`config.mk`:
```
export PLATFORM = sky130hd
export DESIGN_NAME = alu_operand_seq_flat
export DESIGN_NICKNAME = d
export VERILOG_FILES = /design/src/rtl/alu_operand_seq_if.sv /design/src/rtl/alu_operand_seq.sv /design/src/flat_wrapper.sv
export SDC_FILE = /design/constraint.sdc
export NUM_CORES = 1
export LEC_CHECK = 0
export ABC_AREA = 1
export ABC_CLOCK_PERIOD_IN_PS = 1600
export BUFFER_PORTS_ARGS = -buffer_cell sky130_fd_sc_hd__buf_2
export CAP_MARGIN = 20
export CORE_MARGIN = 3
export CORE_UTILIZATION = 49
export CTS_BUF_LIST = sky130_fd_sc_hd__clkbuf_8
export DETAILED_ROUTE_END_ITERATION = 8
export PLACE_DENSITY = 0.83
export SETUP_SLACK_MARGIN = 0.2
export SLEW_MARGIN = 15
export SYNTH_ARGS = -nofsm -noshare
export SYNTH_HDL_FRONTEND = slang
export SYNTH_SLANG_ARGS = --single-unit
```
`constraint.sdc`:
```
create_clock -name clk -period 1.6 [get_ports clk]
set_input_delay 0.32 -clock clk [delete_from_list [all_inputs] [get_ports clk]]
set_output_delay 0.32 -clock clk [all_outputs]
set_load 0.05 [all_outputs]
```
`src/rtl/alu_operand_seq_if.sv`:
```
// Operand-in / result-out handshake bundle for alu_operand_seq.
// The slave modport is the sequencer side; master is the producer/consumer side.
interface alu_operand_seq_if #(
  parameter int WIDTH = 8
);
  logic [WIDTH-1:0] in_data;
  logic             in_valid;
  logic             in_ready;
  logic [WIDTH-1:0] res;
  logic             res_valid;
  logic             res_ack;

  modport master (
    output in_data,
    output in_valid,
    output res_ack,
    input  in_ready,
    input  res,
    input  res_valid
  );

  modport slave (
    input  in_data,
    input  in_valid,
    input  res_ack,
    output in_ready,
    output res,
    output res_valid
  );
endinterface

```
`src/rtl/alu_operand_seq.sv`:
```
// Operand loader and result capture around the combinational K_ALU datapath.
// Optional result flags are built only when ALU_FLAGS_EN is defined.
module alu_operand_seq #(
  parameter int WIDTH = 8
) (
  input  logic             clk,
  input  logic             rst,
  alu_operand_seq_if.slave bus,
  output logic [WIDTH-1:0] op_a,
  output logic [WIDTH-1:0] op_b,
  input  logic [WIDTH-1:0] alu_res,
  output logic [1:0]       state,
  output logic [7:0]       op_count,
  output logic             flag_z,
  output logic             flag_n
);

  typedef enum logic [1:0] {
    LOAD_A = 2'b00,
    LOAD_B = 2'b01,
    EXEC   = 2'b10,
    HOLD   = 2'b11
  } state_t;

  state_t           state_r;
  state_t           state_nx_s;
  logic             load_a_s;
  logic             load_b_s;
  logic             exec_s;
  logic             in_ready_r;
  logic             res_valid_r;
  logic [WIDTH-1:0] op_a_r;
  logic [WIDTH-1:0] op_b_r;
  logic [WIDTH-1:0] res_r;
  logic [7:0]       op_count_r;

  // Next-state and load strobes; in_valid is only honoured in the two load states.
  always_comb begin
    state_nx_s = state_r;
    load_a_s   = 1'b0;
    load_b_s   = 1'b0;
    exec_s     = 1'b0;
    case (state_r)
      LOAD_A: begin
        if (bus.in_valid) begin
          state_nx_s = LOAD_B;
          load_a_s   = 1'b1;
        end else begin
          state_nx_s = LOAD_A;
        end
      end
      LOAD_B: begin
        if (bus.in_valid) begin
          state_nx_s = EXEC;
          load_b_s   = 1'b1;
        end else begin
          state_nx_s = LOAD_B;
        end
      end
      EXEC: begin
        state_nx_s = HOLD;
        exec_s     = 1'b1;
      end
      HOLD: begin
        if (bus.res_ack) begin
          state_nx_s = LOAD_A;
        end else begin
          state_nx_s = HOLD;
        end
      end
      default: begin
        state_nx_s = LOAD_A;
      end
    endcase
  end

  // State, operand and result registers; handshake outputs follow the next state.
  always_ff @(posedge clk) begin
    if (rst) begin
      state_r     <= LOAD_A;
      in_ready_r  <= 1'b1;
      res_valid_r <= 1'b0;
      op_a_r      <= {WIDTH{1'b0}};
      op_b_r      <= {WIDTH{1'b0}};
      res_r       <= {WIDTH{1'b0}};
      op_count_r  <= 8'd0;
    end else begin
      state_r     <= state_nx_s;
      in_ready_r  <= (state_nx_s == LOAD_A) || (state_nx_s == LOAD_B);
      res_valid_r <= (state_nx_s == HOLD);
      if (load_a_s) begin
        op_a_r <= bus.in_data;
      end
      if (load_b_s) begin
        op_b_r <= bus.in_data;
      end
      if (exec_s) begin
        res_r      <= alu_res;
        op_count_r <= op_count_r + 8'd1;
      end
    end
  end

`ifdef ALU_FLAGS_EN
  logic flag_z_r;
  logic flag_n_r;

  // Flags are captured on the same edge as the result and held with it.
  always_ff @(posedge clk) begin
    if (rst) begin
      flag_z_r <= 1'b0;
      flag_n_r <= 1'b0;
    end else if (exec_s) begin
      flag_z_r <= (alu_res == {WIDTH{1'b0}});
      flag_n_r <= alu_res[WIDTH-1];
    end
  end

  assign flag_z = flag_z_r;
  assign flag_n = flag_n_r;
`else
  assign flag_z = 1'b0;
  assign flag_n = 1'b0;
`endif

  assign state         = state_r;
  assign op_a          = op_a_r;
  assign op_b          = op_b_r;
  assign op_count      = op_count_r;
  assign bus.in_ready  = in_ready_r;
  assign bus.res_valid = res_valid_r;
  assign bus.res       = res_r;

endmodule

```
`src/flat_wrapper.sv`:
```
// flat-port wrapper written by rule: the top's interface ports become plain ports
module alu_operand_seq_flat 
#(
  parameter int WIDTH = 8
)
  (clk, rst, op_a, op_b, alu_res, state, op_count, flag_z, flag_n, bus_in_data, bus_in_valid, bus_res_ack, bus_in_ready, bus_res, bus_res_valid);
  alu_operand_seq_if #(.WIDTH(WIDTH)) bus_i ();
  input  logic clk;
  input  logic rst;
  output logic [WIDTH-1:0] op_a;
  output logic [WIDTH-1:0] op_b;
  input  logic [WIDTH-1:0] alu_res;
  output logic [1:0] state;
  output logic [7:0] op_count;
  output logic flag_z;
  output logic flag_n;
  input wire logic [$bits(bus_i.in_data)-1:0] bus_in_data;
  input wire logic [$bits(bus_i.in_valid)-1:0] bus_in_valid;
  input wire logic [$bits(bus_i.res_ack)-1:0] bus_res_ack;
  output wire logic [$bits(bus_i.in_ready)-1:0] bus_in_ready;
  output wire logic [$bits(bus_i.res)-1:0] bus_res;
  output wire logic [$bits(bus_i.res_valid)-1:0] bus_res_valid;
  assign bus_i.in_data = bus_in_data;
  assign bus_i.in_valid = bus_in_valid;
  assign bus_i.res_ack = bus_res_ack;
  assign bus_in_ready = bus_i.in_ready;
  assign bus_res = bus_i.res;
  assign bus_res_valid = bus_i.res_valid;
  alu_operand_seq #(.WIDTH(WIDTH)) u_core (.clk(clk), .rst(rst), .bus(bus_i), .op_a(op_a), .op_b(op_b), .alu_res(alu_res), .state(state), .op_count(op_count), .flag_z(flag_z), .flag_n(flag_n));
endmodule
```
Yosys cells after proc, flatten, opt, wreduce, memory -nomap -nowiden
Index checks and enable logic that the tools add are counted.
{ "classes": {"n_addsub": 1, "multipliers": 0, "div_mod_pow": 0, "magnitude_cmp": 0, "n_eq_ne": 5, "shifts": 0, "mux": 8, "n_bitwise": 0, "n_reduce_logical": 3} }
{ "op_table": {"columns": ["operator", "count"], "rows": [
  ["$add 8x1->8 const B", 1],
  ["$pmux 2 s4", 1],
  ["$eq 2x2->1 const B", 3],
  ["$mux 1", 5],
  ["$eq 2x1->1 const B", 2],
  ["$logic_not 2->1", 2],
  ["$mux 2", 2],
  ["$logic_or 1x1->1", 1]
]} }
{ "word_totals": {"register_bits": 36, "latch_bits": 0, "ramBits": 0, "rom_bits": 0, "out_inout_bits": 38, "mem_count": 0} }

Longest topological paths before layout
Gate-level depths: netlist (run 1).
{ "depth": {"ltp_word": 4, "ltp_mapped": 8, "ltp_nobuf": 7} }

Worst setup path after synthesis (run 1)
No wires, ideal clock.
{ "synth_timing": {"kind": "flip-flop to flip-flop", "start": "reg u_core.op_count_r[1], in the netlist u_core.op_count[1]", "end": "reg u_core.op_count_r[6], in the netlist u_core.op_count[6]", "setup_ns": 0.064, "arrival_time_ns": 1.365, "required_ns": 1.536, "path_slack_ns": 0.171, "stages_incl_launch_ff": 8, "n_path_buf": 0, "synth_period_minus_slack_ns": 1.429, "path_cell_list": "dfxtp_1 -> ha_1 -> nand2_1 -> nor2_4 -> nand3_1 -> nand2_1 -> inv_1 -> nor2_1"} }
{ "synth_via": {"elab_chain_len": 1} }
{ "synth_rtl": {"columns": ["element", "line", "text"], "rows": [
  ["start, declared", "alu_operand_seq.sv:35", "logic [7:0] op_count_r;"],
  ["start signal, assigned", "alu_operand_seq.sv:99", "op_count_r <= op_count_r + 8'd1;"],
  ["$add 8x1->8", "alu_operand_seq.sv:99", null]
]} }
Every way passes these cells.
A chain may end at the register's enable or synchronous reset.

Worst setup path in the final report (run 1)
{ "layout_timing": {"start": "reg u_core.state_r[0], in the netlist u_core.state[0]", "end": "out state[0]"} }
{ "layout_rtl": {"columns": ["element", "line", "text"], "rows": [
  ["start, declared", "alu_operand_seq.sv:25", "state_t state_r;"],
  ["start signal, assigned", "alu_operand_seq.sv:88", "state_r <= state_nx_s;"],
  ["end, declared", "flat_wrapper.sv:13", "output logic [1:0] state;"]
]} }
No word-level cell between the ends.

==> results of run 1 <==
==> power by group <==
group          internal (W)  switching [W]
registers          0.000991      0.0000535
logic              0.000153       0.000518
clock network      0.000343       0.000294
==> placed cells by master, fill, tap and decap left out, types with 2 or more instances in the layout <==
cell	synthesis	final
a21oi_1	13	13
buf_2	2	55
buf_4	4	2
clkbuf_8	0	6
clkinv_2	0	2
conb_1	1	2
dfxtp_1	36	34
dfxtp_2	0	2
inv_1	16	15
inv_2	3	3
nand2_1	15	15
nand3_1	5	5
nand3_2	2	2
nor2_1	47	46
nor2_2	1	2
o21ai_0	26	26
==> per-stage QoR <==
step,instances,cell area (µm²),util [%],power (W)
floorplan,179,1370,-,0.00158
global placement,258,1650,64.4,0.00172
detailed placement,258,1650,64.4,0.00173
CTS,266,1750,68.0,0.00237
global route,266,1750,68.2,0.00247
finish,266,1750,68.2,0.00235
==> registers in the layout (all words and copies together) (netlist names) <==
register / flops
u_core.op_count: 8
u_core.state: 2
u_core.bus.in_ready: 1
u_core.bus.res: 8
u_core.op_b: 8
u_core.bus.res_valid: 1
u_core.op_a: 8
==> per-layer routing <==
layer | vias up | part of all wire [%] | track usage [%]
li1 | 670 | - | -
met1 | 579 | 43 | 20.9
met2 | 33 | 48 | 31.2
met3 | 5 | 6.6 | 5.48
met4 | 0 | 1.4 | 8.09
met5 | - | 0 | 0
==> area by class of cell <==
class | instances | share of cell area [%]
repair buffers | 57 | 16.6
clock buffers | 6 | 4.71
well taps | 30 | 2.14
multi-input cells | 116 | 30.4
flip-flops and latches | 36 | 41.3
clock inverters | 2 | 0.571
inverters | 19 | 4.29
==> cell families after synthesis <==
kind of cell,Yosys count,share of synthesized area [%]
other,1,0.274
AOI/OAI and AO/OA,40,14.7
DFF,36,52.7
adders and majority gates,1,0.916
and+or+nand+nor,73,22.6
buffers and inverters,27,8.70
==> final timing paths <==
kind	start	end	slack (ns)	depth (start not counted)
max	u_core.state[0]	state[0]	0.29	1
min	rst	u_core.state[0]	0.23	2
max reg2reg	u_core.state[0]	u_core.state[1]	0.36	5
min reg2reg	u_core.op_b[3]	u_core.op_b[3]	0.45	2
==> repair_timing <==
item / CTS / global route
hold buffers: 0 / 0
gates resized for setup: 0 / 2
setup endpoints to repair: 0 / 1
==> out/metrics.cfg, run 1 <==
[outcome]
status=finished, final reports clean

[power_and_ir_drop]
worst_ir_drop_vdd_uv=944
powerDensity_nw_per_um2=1340
leakagePower_nw=0.844

[setup_path]
end_kind=output port
crit_chain=buf_2
worst_ep_arrival_time_ns=0.99
critPathBufInv=1
crit_required_ns=1.28
path_delay_family=flip-flops
cp_max_fo=4
crit_slowest_cell=dfxtp_1
cp-start-kind=flop
critical-path-max-stage-delay_ns=0.41
crit_type=flop to output port

[synthesis]
ys_async_sr_fraction_pct=0
avgSynthCellArea_um2=7.68
ys_types=19
ys_top_cells_by_area=dfxtp_1 (53%), nor2_1 (13%), o21ai_0 (9.5%), a21oi_1 (4.8%), inv_1 (4.4%)
yosys_warnings=0
synthFlopType=dfxtp_1
synthTopCellsByCount=nor2_1 (47), dfxtp_1 (36), o21ai_0 (26)
yosysMostFrequentCell=nor2_1
syn_area_um2=1370
seq_area_frac_synth_pct=52.7
yosys.area.top_type=dfxtp_1
syn_inst=178
synth_seq_cells=36
synth_edf_count=0
yosysTopAreaCellShare_pct=52.7

[global_route]
grtUsageTotal_pct=18.3
gr-total-overflow=0
grt_pass1_wl_um=4800
antenna_found_initial=0
grt_max_degree=33
grt_pass1_vias=1175

[floorplanning]
dieArea_um2=3460
core_area_um2=2570
die_x_um=58.8
start_util_pct=53.2
io-pin-count=58
dieHeight_um=58.8
rows=18

[sta]
slew_viol_final=0
setup_viol=0
worst_slack_ns=0.292
fmax_mhz=765
totalNegativeSetupSlack_ns=0
fin_skew_ns=0.00476
whs_ns=0.232
period_share_pct=81.7
rsz0062_at_grt=no
hold_viol=0
min_period_ns=1.31

[place]
port_buffers=55
hpwlAfterDp_um=2260
pre_cts_ws_ns=0.361
gp_congestion=0.756

[cts]
cts_root_buf=clkbuf_8
clkLatencyLatePin_ns=0.28
clk_pin_slew_worst_paths_ns=0.07
cts_setup_buffers=0
tritoncts=yes
cts-htree-levels=2
cts_buffers=5
clock-sinks=36
clockBufferDepth=2

[routing]
routed_wirelength_um=3010
detail_route.vias_per_cell=4.84
wl_per_cell_um=11.3
drc=0
drtIter0Drc=38
vias=1287
first_pass_iters=4
postRouteAntennaNets=0

[cells_and_area]
multi_input_comb_area_um2=533
ff_latch_area_um2=723
drive_gt1_share_pct=32.2
syn2layout_area_growth_pct=28.2
layout.nets=256
n_antenna_cell=0
fillers=239

[worst_hold_path]
hold_path_class=input port to flop

[flow_run]
drv_cap=0

Note: power is estimated with default switching activity, not from simulation.
==> run 2, diff against run 1 <==
--- a/config.mk
+++ b/config.mk
@@ -6,14 +6,14 @@
 export NUM_CORES = 1
 export LEC_CHECK = 0
 export ABC_AREA = 1
-export ABC_CLOCK_PERIOD_IN_PS = 1600
+export ABC_CLOCK_PERIOD_IN_PS = 1300
 export BUFFER_PORTS_ARGS = -buffer_cell sky130_fd_sc_hd__buf_2
 export CAP_MARGIN = 20
 export CORE_MARGIN = 3
-export CORE_UTILIZATION = 49
+export CORE_UTILIZATION = 48
 export CTS_BUF_LIST = sky130_fd_sc_hd__clkbuf_8
 export DETAILED_ROUTE_END_ITERATION = 8
-export PLACE_DENSITY = 0.83
+export PLACE_DENSITY = 0.81
 export SETUP_SLACK_MARGIN = 0.2
 export SLEW_MARGIN = 15
 export SYNTH_ARGS = -nofsm -noshare
==> constraint.sdc (replaced) <==
create_clock -name clk -period 1.3 [get_ports clk]
set_input_delay 0.26 -clock clk [delete_from_list [all_inputs] [get_ports clk]]
set_output_delay 0.26 -clock clk [all_outputs]
set_load 0.05 [all_outputs]
==> run 2 against run 1 <==
Wire length grew 10%. Power grew 43%. Utilization grew 13 points.
==> out/metrics.cfg, run 2 (synthesis results as in run 1) <==
[setup_path]
end_kind=output port
critPathBufInv=1  ; unchanged
critical-path-max-stage-delay_ns=0.42  ; about the same
worst_ep_arrival_time_ns=0.86  ; -0.13 ns
rrSetupSlack_ns=0.24  ; -0.12 ns
cp-start-kind=flop
r2r_cells=7  ; +2
path_delay_family=flip-flops
rr_endpoint=u_core.op_count[6]
crit_type=flop to output port
cp_max_fo=5  ; +1
crit_slowest_cell=dfxtp_4
rr_startpoint=u_core.op_count[0]
crit_required_ns=1.04  ; -0.24 ns
crit_chain=buf_8

[worst_hold_path]
min_from=rst
hold_path_class=input port to flop
min_to=u_core.state[0]
min_path_cells=2  ; unchanged

[cts]
clock-sinks=36  ; unchanged
tritoncts=yes
clkLatencyLatePin_ns=0.28  ; about the same
cts-htree-levels=2  ; unchanged
clk_pin_slew_worst_paths_ns=0.07  ; about the same
clockBufferDepth=2  ; unchanged
cts_buffers=5  ; unchanged
cts_root_buf=clkbuf_8

[sta]
fmax_mhz=894
rsz0062_at_grt=yes
totalNegativeSetupSlack_ns=0  ; unchanged
period_share_pct=86.0
slew_viol_final=0  ; unchanged
fin_skew_ns=0.00594  ; +0.00118 ns
hold_viol=0  ; unchanged
min_period_ns=1.12
whs_ns=0.176  ; -0.0562 ns
setup_viol=0  ; unchanged

[power_and_ir_drop]
leakagePower_nw=0.927  ; +9.8%
worst_ir_drop_vdd_uv=1460  ; +55%
powerDensity_nw_per_um2=1590  ; +19%

[global_route]
grtUsageMet2_pct=30.0  ; -1.3 points
grt_pass1_wl_um=4780  ; -0.44%
grt_pass1_vias=1120  ; -4.7%
grtUsageTotal_pct=18.0  ; -0.28 points
grt_busiest_layer=met2
gr-total-overflow=0  ; unchanged
antenna_found_initial=0  ; unchanged
grt_max_degree=18  ; -45%
grtUsageMet1_pct=21.5  ; +0.61 points
use_met3_pct=6.32  ; +0.84 points

[routing]
routed_wirelength_um=3320  ; +10%
postRouteAntennaNets=0  ; unchanged
vias=1359  ; +5.6%
drtIter0Drc=47  ; +24%
detail_route.vias_per_cell=5.01  ; +3.6%
wl_per_cell_um=12.3  ; +8.3%
drc=0  ; unchanged
first_pass_iters=4  ; unchanged

[cells_and_area]
drive_gt1_share_pct=40.2  ; +8.0 points
most-common-layout-cells=nor2_1 (45), dfxtp_1 (23), o21ai_0 (21)
layout.nets=261  ; +2.0%
fillers=169  ; -29%
syn2layout_area_growth_pct=54.7
layout_commonest_cell=nor2_1
n_antenna_cell=0  ; unchanged

[floorplanning]
core_area_um2=2590  ; +0.88%
dieArea_um2=3520  ; +1.9%
start_util_pct=52.8  ; -0.46 points
io-pin-count=58  ; unchanged
dieHeight_um=59.4  ; +0.93%
rows=18  ; unchanged
die_x_um=59.4  ; +0.93%

[place]
gp_congestion=0.779  ; +3.0%
hpwlAfterDp_um=2140  ; -5.0%
port_buffers=55  ; unchanged

[outcome]
status=finished, final reports clean

[flow_run]
drv_cap=0  ; unchanged

==> run 2: changes by cell type in the layout (fill, tap and decap cells not counted), sizes merged <==
cell and change:
buf +4, clkbuf +1, inv +1, clkinvlp -1, bufinv +1, clkinv -2
nand3 +1
==> run 2: worst max-delay path by stage <==
stage                             startpoint             endpoint  slack (ns)  cells after the start
after floorplan           u_core.op_count[0]   u_core.op_count[6]        0.21                      7
after global placement       u_core.state[1]  u_core.bus.in_ready        0.24                      4
after detailed placement     u_core.state[1]       u_core.op_b[7]        0.21                      4
after CTS                 u_core.op_count[3]          op_count[3]        0.17                      1
after global routing         u_core.state[1]             state[1]        0.16                      1
final                        u_core.state[1]             state[1]        0.18                      1
==> run 2: metrics by stage <==
stage | power (W) | utilization [%] | cell area (µm²) | instances | worst slack [ns]
after CTS | 0.00327 | 75.1 | 1950 | 268 | 0.173
after floorplan | 0.00195 | - | 1400 | 179 | 0.213
after detailed placement | 0.00214 | 65.6 | 1700 | 260 | 0.213
after global placement | 0.00213 | 65.6 | 1700 | 260 | 0.241
final | 0.00337 | 81.6 | 2110 | 271 | 0.182
after global routing | 0.00350 | 81.6 | 2110 | 271 | 0.157
==> run 2: cell type report <==
cell class	instances	area, µm²	share of cell area (%)
clock buffers	7	96.3	4.56
clock inverters	1	30.0	1.42
well taps	30	37.5	1.78
inverters	19	78.8	3.73
flip-flops and latches	36	752	35.6
multi-input cells	117	607	28.7
repair buffers	61	512	24.2
==> run 2: what timing repair did <==
action                     4_1_cts  5_1_grt
gates resized for setup         44       44
buffers inserted                 0        2
gates cloned                     0        1
pin swaps                        0        2
hold buffers                     0        0
setup endpoints to repair       36       52
==> run 2: metal layers <==
metal  part of all wire, %  up-vias
met3                   7.0        5
met4                  0.93        0
met2                    49       50
li1                      -      686
met5                     0        -
met1                    43      618
==> run 2: where the power goes <==
group	total, W	leakage [nW]	internal, W	switching [W]
Combinational	0.000994	0.560	0.000328	0.000665
Clock	0.00105	0.0645	0.000676	0.000376
Sequential	0.00132	0.302	0.00122	0.0000993
